`src/rtl/mii_tx_sched.sv`:
```
// mii_tx_sched: shares one MII transmit nibble path between N_REQ byte-stream
// frame sources. Round-robin arbitration at frame boundaries, byte-to-nibble
// serialisation (low nibble first), zero padding of short frames, truncation
// of oversize frames and a fixed idle gap after every frame.
module mii_tx_sched #(
  parameter int N_REQ       = 2,
  parameter int MIN_BYTES   = 60,
  parameter int MAX_BYTES   = 1514,
  parameter int IFG_NIBBLES = 24
) (
  input  logic               clk,
  input  logic               rst,
  input  logic [N_REQ-1:0]   req_valid,
  input  logic [8*N_REQ-1:0] req_data,
  input  logic [N_REQ-1:0]   req_last,
  output logic [N_REQ-1:0]   req_ready,
  output logic [3:0]         txd,
  output logic               txdv,
  output logic [2:0]         grant,
  output logic               busy,
  output logic               frame_done,
  output logic               underrun,
  output logic               oversize
);

  typedef enum logic [2:0] {S_IDLE, S_SEND, S_PAD, S_DRAIN, S_GAP} state_t;

  localparam logic [10:0] MIN_C = 11'(MIN_BYTES);
  localparam logic [10:0] MAX_C = 11'(MAX_BYTES);
  // The IDLE arbitration cycle is also a txdv=0 cycle, so the GAP state itself
  // lasts IFG_NIBBLES-1 cycles and back-to-back frames see exactly IFG_NIBBLES
  // idle nibbles between them.
  localparam logic [15:0] GAP_END = 16'(IFG_NIBBLES - 2);

  state_t      r_state;
  logic        r_ph;
  logic [2:0]  r_grant;
  logic [2:0]  r_ptr;
  logic [10:0] r_byte_cnt;
  logic [15:0] r_gap_cnt;
  logic [3:0]  r_txd;
  logic        r_txdv;
  logic        r_done;
  logic        r_under;
  logic        r_over;

  logic        w_vld;
  logic        w_last;
  logic [7:0]  w_byte;
  logic        w_any;
  logic [2:0]  w_pick;
  logic        w_rdy_on;
  logic [10:0] w_cnt_nxt;

  // Select the granted requester's valid/last/data
  always_comb begin
    w_vld  = 1'b0;
    w_last = 1'b0;
    w_byte = 8'h00;
    for (int i = 0; i < N_REQ; i++) begin
      if (r_grant == 3'(i)) begin
        w_vld  = req_valid[i];
        w_last = req_last[i];
        w_byte = req_data[8*i +: 8];
      end
    end
  end

  // Round-robin pick: first valid requester after the pointer, cyclically
  always_comb begin
    w_any  = 1'b0;
    w_pick = r_ptr;
    for (int k = 1; k <= N_REQ; k++) begin
      for (int i = 0; i < N_REQ; i++) begin
        if (!w_any && req_valid[i] && (i == (int'(r_ptr) + k) % N_REQ)) begin
          w_any  = 1'b1;
          w_pick = 3'(i);
        end
      end
    end
  end

  assign w_rdy_on  = ((r_state == S_SEND) && r_ph) || (r_state == S_DRAIN);
  assign w_cnt_nxt = r_byte_cnt + 11'd1;

  // Ready is one-hot on the granted requester while a byte can be consumed
  always_comb begin
    req_ready = '0;
    for (int i = 0; i < N_REQ; i++) begin
      req_ready[i] = w_rdy_on && (r_grant == 3'(i));
    end
  end

  // Frame scheduler FSM with registered nibble and pulse outputs
  always_ff @(posedge clk) begin
    if (rst) begin
      r_state    <= S_IDLE;
      r_ph       <= 1'b0;
      r_grant    <= 3'd0;
      r_ptr      <= 3'(N_REQ - 1);
      r_byte_cnt <= 11'd0;
      r_gap_cnt  <= 16'd0;
      r_txd      <= 4'h0;
      r_txdv     <= 1'b0;
      r_done     <= 1'b0;
      r_under    <= 1'b0;
      r_over     <= 1'b0;
    end else begin
      r_done    <= 1'b0;
      r_under   <= 1'b0;
      r_over    <= 1'b0;
      r_gap_cnt <= 16'd0;
      case (r_state)
        S_IDLE: begin
          r_txd  <= 4'h0;
          r_txdv <= 1'b0;
          if (w_any) begin
            r_grant    <= w_pick;
            r_ptr      <= w_pick;
            r_byte_cnt <= 11'd0;
            r_ph       <= 1'b0;
            r_state    <= S_SEND;
          end
        end
        S_SEND: begin
          if (!r_ph) begin
            if (w_vld) begin
              r_txd  <= w_byte[3:0];
              r_txdv <= 1'b1;
              r_ph   <= 1'b1;
            end else begin
              // Source starved: abandon the frame and swallow its remainder
              r_txd   <= 4'h0;
              r_txdv  <= 1'b0;
              r_under <= 1'b1;
              r_state <= S_DRAIN;
            end
          end else begin
            r_txd      <= w_byte[7:4];
            r_txdv     <= 1'b1;
            r_ph       <= 1'b0;
            r_byte_cnt <= w_cnt_nxt;
            if (w_last) begin
              if (w_cnt_nxt < MIN_C) begin
                r_state <= S_PAD;
              end else begin
                r_done  <= 1'b1;
                r_state <= S_GAP;
              end
            end else if (w_cnt_nxt == MAX_C) begin
              r_over  <= 1'b1;
              r_state <= S_DRAIN;
            end
          end
        end
        S_PAD: begin
          r_txd  <= 4'h0;
          r_txdv <= 1'b1;
          r_ph   <= ~r_ph;
          if (r_ph) begin
            r_byte_cnt <= w_cnt_nxt;
            if (w_cnt_nxt == MIN_C) begin
              r_done  <= 1'b1;
              r_state <= S_GAP;
            end
          end
        end
        S_DRAIN: begin
          r_txd  <= 4'h0;
          r_txdv <= 1'b0;
          if (w_vld && w_last) begin
            r_state <= S_GAP;
          end
        end
        S_GAP: begin
          r_txd  <= 4'h0;
          r_txdv <= 1'b0;
          if (r_gap_cnt == GAP_END) begin
            r_state <= S_IDLE;
          end else begin
            r_gap_cnt <= r_gap_cnt + 16'd1;
          end
        end
        default: r_state <= S_IDLE;
      endcase
    end
  end

  assign txd        = r_txd;
  assign txdv       = r_txdv;
  assign grant      = r_grant;
  assign busy       = (r_state != S_IDLE);
  assign frame_done = r_done;
  assign underrun   = r_under;
  assign oversize   = r_over;

endmodule

```
`config.mk`:
```
export PLATFORM = sky130hd
export DESIGN_NAME = mii_tx_sched
export DESIGN_NICKNAME = d
export VERILOG_FILES = /design/src/rtl/mii_tx_sched.sv
export SDC_FILE = /design/constraint.sdc
export NUM_CORES = 1
export LEC_CHECK = 0
export CELL_PAD_IN_SITES_DETAIL_PLACEMENT = 1
export CELL_PAD_IN_SITES_GLOBAL_PLACEMENT = 2
export CORE_MARGIN = 8
export CORE_UTILIZATION = 29
export CTS_CLUSTER_SIZE = 20
export DETAILED_ROUTE_END_ITERATION = 8
export GPL_TIMING_DRIVEN = 0
export PLACE_DENSITY_LB_ADDON = 0.1
export SYNTH_ARGS = -nofsm -noshare
export SYNTH_HDL_FRONTEND = slang
export SYNTH_SLANG_ARGS = --single-unit
```
`constraint.sdc`:
```
create_clock -name clk -period 2 [get_ports clk]
set_input_delay 0.6 -clock clk [delete_from_list [all_inputs] [get_ports clk]]
set_output_delay 0.6 -clock clk [all_outputs]
set_load 0.02 [all_outputs]
```
==> qor.yml <==
fin_area_um2: 3400
avgRoutedWirePerCell_um: 16.8
die-area_um2: 11600
grt_usage: 0.134
crit_top_cell: "mux2_4"
diodes: 0
cts_tree: "done"
crit_path_end_kind: "flop"
p_int_uw: 2070
post-route-util: 0.416
yosys-top-cells-count: "nor2_1, dfxtp_1, a21oi_1"
leakage_uw: 0.00118
switching_share: 0.371
yosysMostFrequentCell: "nor2_1"
power_density_nw_per_um2: 968
slew_headroom: 0.536
cts.htree.levels: 2
yosysUniqueCellTypes: 56
antenna_found_initial: 0
drc_errors: 0
p_seq_frac: 0.293
cpMaxStageDelayCell: "a311o_1"
arrival_ns: 2.33
fp-row-count: 33
worst-setup-path-type: "input pin to flop"
overflow: 0
async_flop_share: 0
path_cells: "clkdlybuf4s15_2 -> mux2_4 -> and2_4 -> a31oi_4 -> o221ai_2 -> a311o_1 -> mux2_4"
path_buf_inv: 1
yosysTopAreaCell: "dfxtp_1"
hpwl_um: 5310
io_buffers: 33
synth_top_area_frac: 0.336
yosysSeqAreaShare: 0.336
violations: "negative setup slack"
ys_top_cells_by_area: "dfxtp_1, nor2_1, a21oi_1, xor2_1, mux2_2"
antenna_left: 0
worst_slack_ns: -0.146
worstSetupStartpointType: "input pin"
hp-class: "flop to flop"
critPathTopFamily: "compound AO/OA/AOI/OAI gates"
power.switching_uw: 1220
status: "finished, violations left"
dpl_cell_area_um2: 2920
gp_congestion: 0.794
synthFlopType: "dfxtp_1"
grt_pass1_vias: 2403
firstDrtPassIters: 4
cp.required_ns: 2.19
netlist_area_um2: 2440
setup_viol: 3
rsz0062_at_grt: "true"
dieWidth_um: 108
syn_to_final_growth_pct: 39.2
core_um2: 8180
clock_path_buffers: 2
cap_violations: 0
die_y_um: 108
clock_skew_ns: 0.00951
p_clk_frac: 0.255
fillCellCount: 960
start_util: 0.298
critPathMaxFanout: 7
final.period_utilization: 1.07
min_period_ns: 2.15
cts_sinks: 41
layout.nets: 377
grt_pass1_wl_um: 12600
tightest_slew_ns: 0.696
vias: 2357
synth-compound-area-share: 0.185
max_stage_delay_ns: 0.39
place_ws_ns: -0.704
drive_above_1_share: 0.273
synth_area_per_cell_um2: 8.08
cts-root-buf: "clkbuf_8"
grt_start_max_net_pins: 15
synth-edff-count: 0
io_pins: 36
synth_seq_cells: 41
vias_per_cell: 5.16
ir_drop_uv: 315
synthSimpleGateAreaFrac: 0.276
yosys_warnings: 0
syn_inst: 302
first_iter_violations: 62
slew_violations: 0
fmax_ghz: 0.466
clk_latency_ns: 0.30
synth_top_family_by_area: "simple AND/OR/NAND/NOR gates"
combPwrFrac: 0.452
synthXorXnorAreaFrac: 0.0682
drt_wl_total_um: 7660
synthMuxAreaShare: 0.0533
cts_buffers: 5
hold_ws_ns: 0.480
yosys.area_share.adder: 0.0205
clk_pin_slew_worst_paths_ns: 0.09
timing_hold_violations_final: 0
## path summary, 6_finish.rpt
kind	cells after the start	startpoint	end	slack (ns)
setup / recovery	7	req_valid[0]	r_state[1]	-0.15
hold reg to reg	1	r_gap_cnt[0]	r_gap_cnt[0]	0.48
setup reg to reg	7	r_byte_cnt[0]	r_state[1]	-0.13
hold / removal	1	r_gap_cnt[0]	r_gap_cnt[0]	0.48
## metal layers
metal	track usage	share of wire	up-vias	wire, um
met3	0.0287	0.029	5	225
li1	-	-	1174	-
met2	0.209	0.46	30	3540
met4	0.0357	0.0099	0	76
met5	0	0	-	0
met1	0.182	0.50	1148	3820
## stage by stage
stage	instances	power (uW)	TNS, ns
floorplan	303	1860	0
global placement	441	2280	-9.46
detailed placement	441	2280	-9.48
CTS	457	3250	-0.249
global route	457	3520	-0.502
finish	457	3290	-0.264
## worst register-to-register path, stage by stage (launching register included)
cell and delay [ns]:
dfxtp_4 0.37, ha_4 0.19, nor4bb_4 0.29, o311ai_2 0.14
a211oi_2 0.22, nand4_1 0.17, a311o_1 0.35, mux2_4 0.31
## flip-flops by register name (all words and copies together), names as in the netlist
name / flops
r_ph: 1
txd: 4
underrun: 1
frame_done: 1
r_gap_cnt: 16
r_ptr: 1
r_byte_cnt: 11
grant: 1
txdv: 1
r_state: 3
oversize: 1
## placed cells by master (no fill, tap or decap), drive strengths merged, types with 4 or more instances in the layout
master and count:
a21oi 23, ha 4, nor2 44, or3 6, xor2 12, o21ai 11
mux2 10, nand4 6, a31oi 6, nand3 12, clkdlybuf4s50 28, dfxtp 41
nand2 18, and3 6, inv 6, a222oi 4, nor3 9, buf 28
nor2b 4, xnor2 7, clkbuf 13, and2 5
## cell families after synthesis
group / count (synthesis)
xor+xnor: 19
buf+inv: 30
flops: 41
mux: 11
compound gates: 65
simple gates: 131
fa+ha+maj: 4
other cells: 1
## power by group through the flow
stage | Sequential (uW) | Clock [uW] | Combinational, uW
2_1_floorplan | 1000 | 0 | 861
4_1_cts | 963 | 878 | 1410
3_5_place_dp | 975 | 0 | 1310
5_1_grt | 976 | 910 | 1630
3_3_place_gp | 972 | 0 | 1310
6_report | 964 | 839 | 1490
## layout make-up
type	instances	area, um2	area share
clock buffer	5	68.8	0.0203
buffer	23	163	0.0479
inverter	5	18.8	0.00552
tap	105	131	0.0387
sequential	41	838	0.247
clock inverter	3	68.8	0.0203
timing repair buffer	43	402	0.118
multi-input combinational	232	1710	0.502
## what timing repair did
action | CTS | global route
endpoints found under the setup margin | 30 | 14
hold buffers | 0 | 0
gates resized for setup | 64 | 36
pin swaps | 13 | 12
setup buffers | 9 | 1
Note: power is estimated with default switching activity, not from simulation.
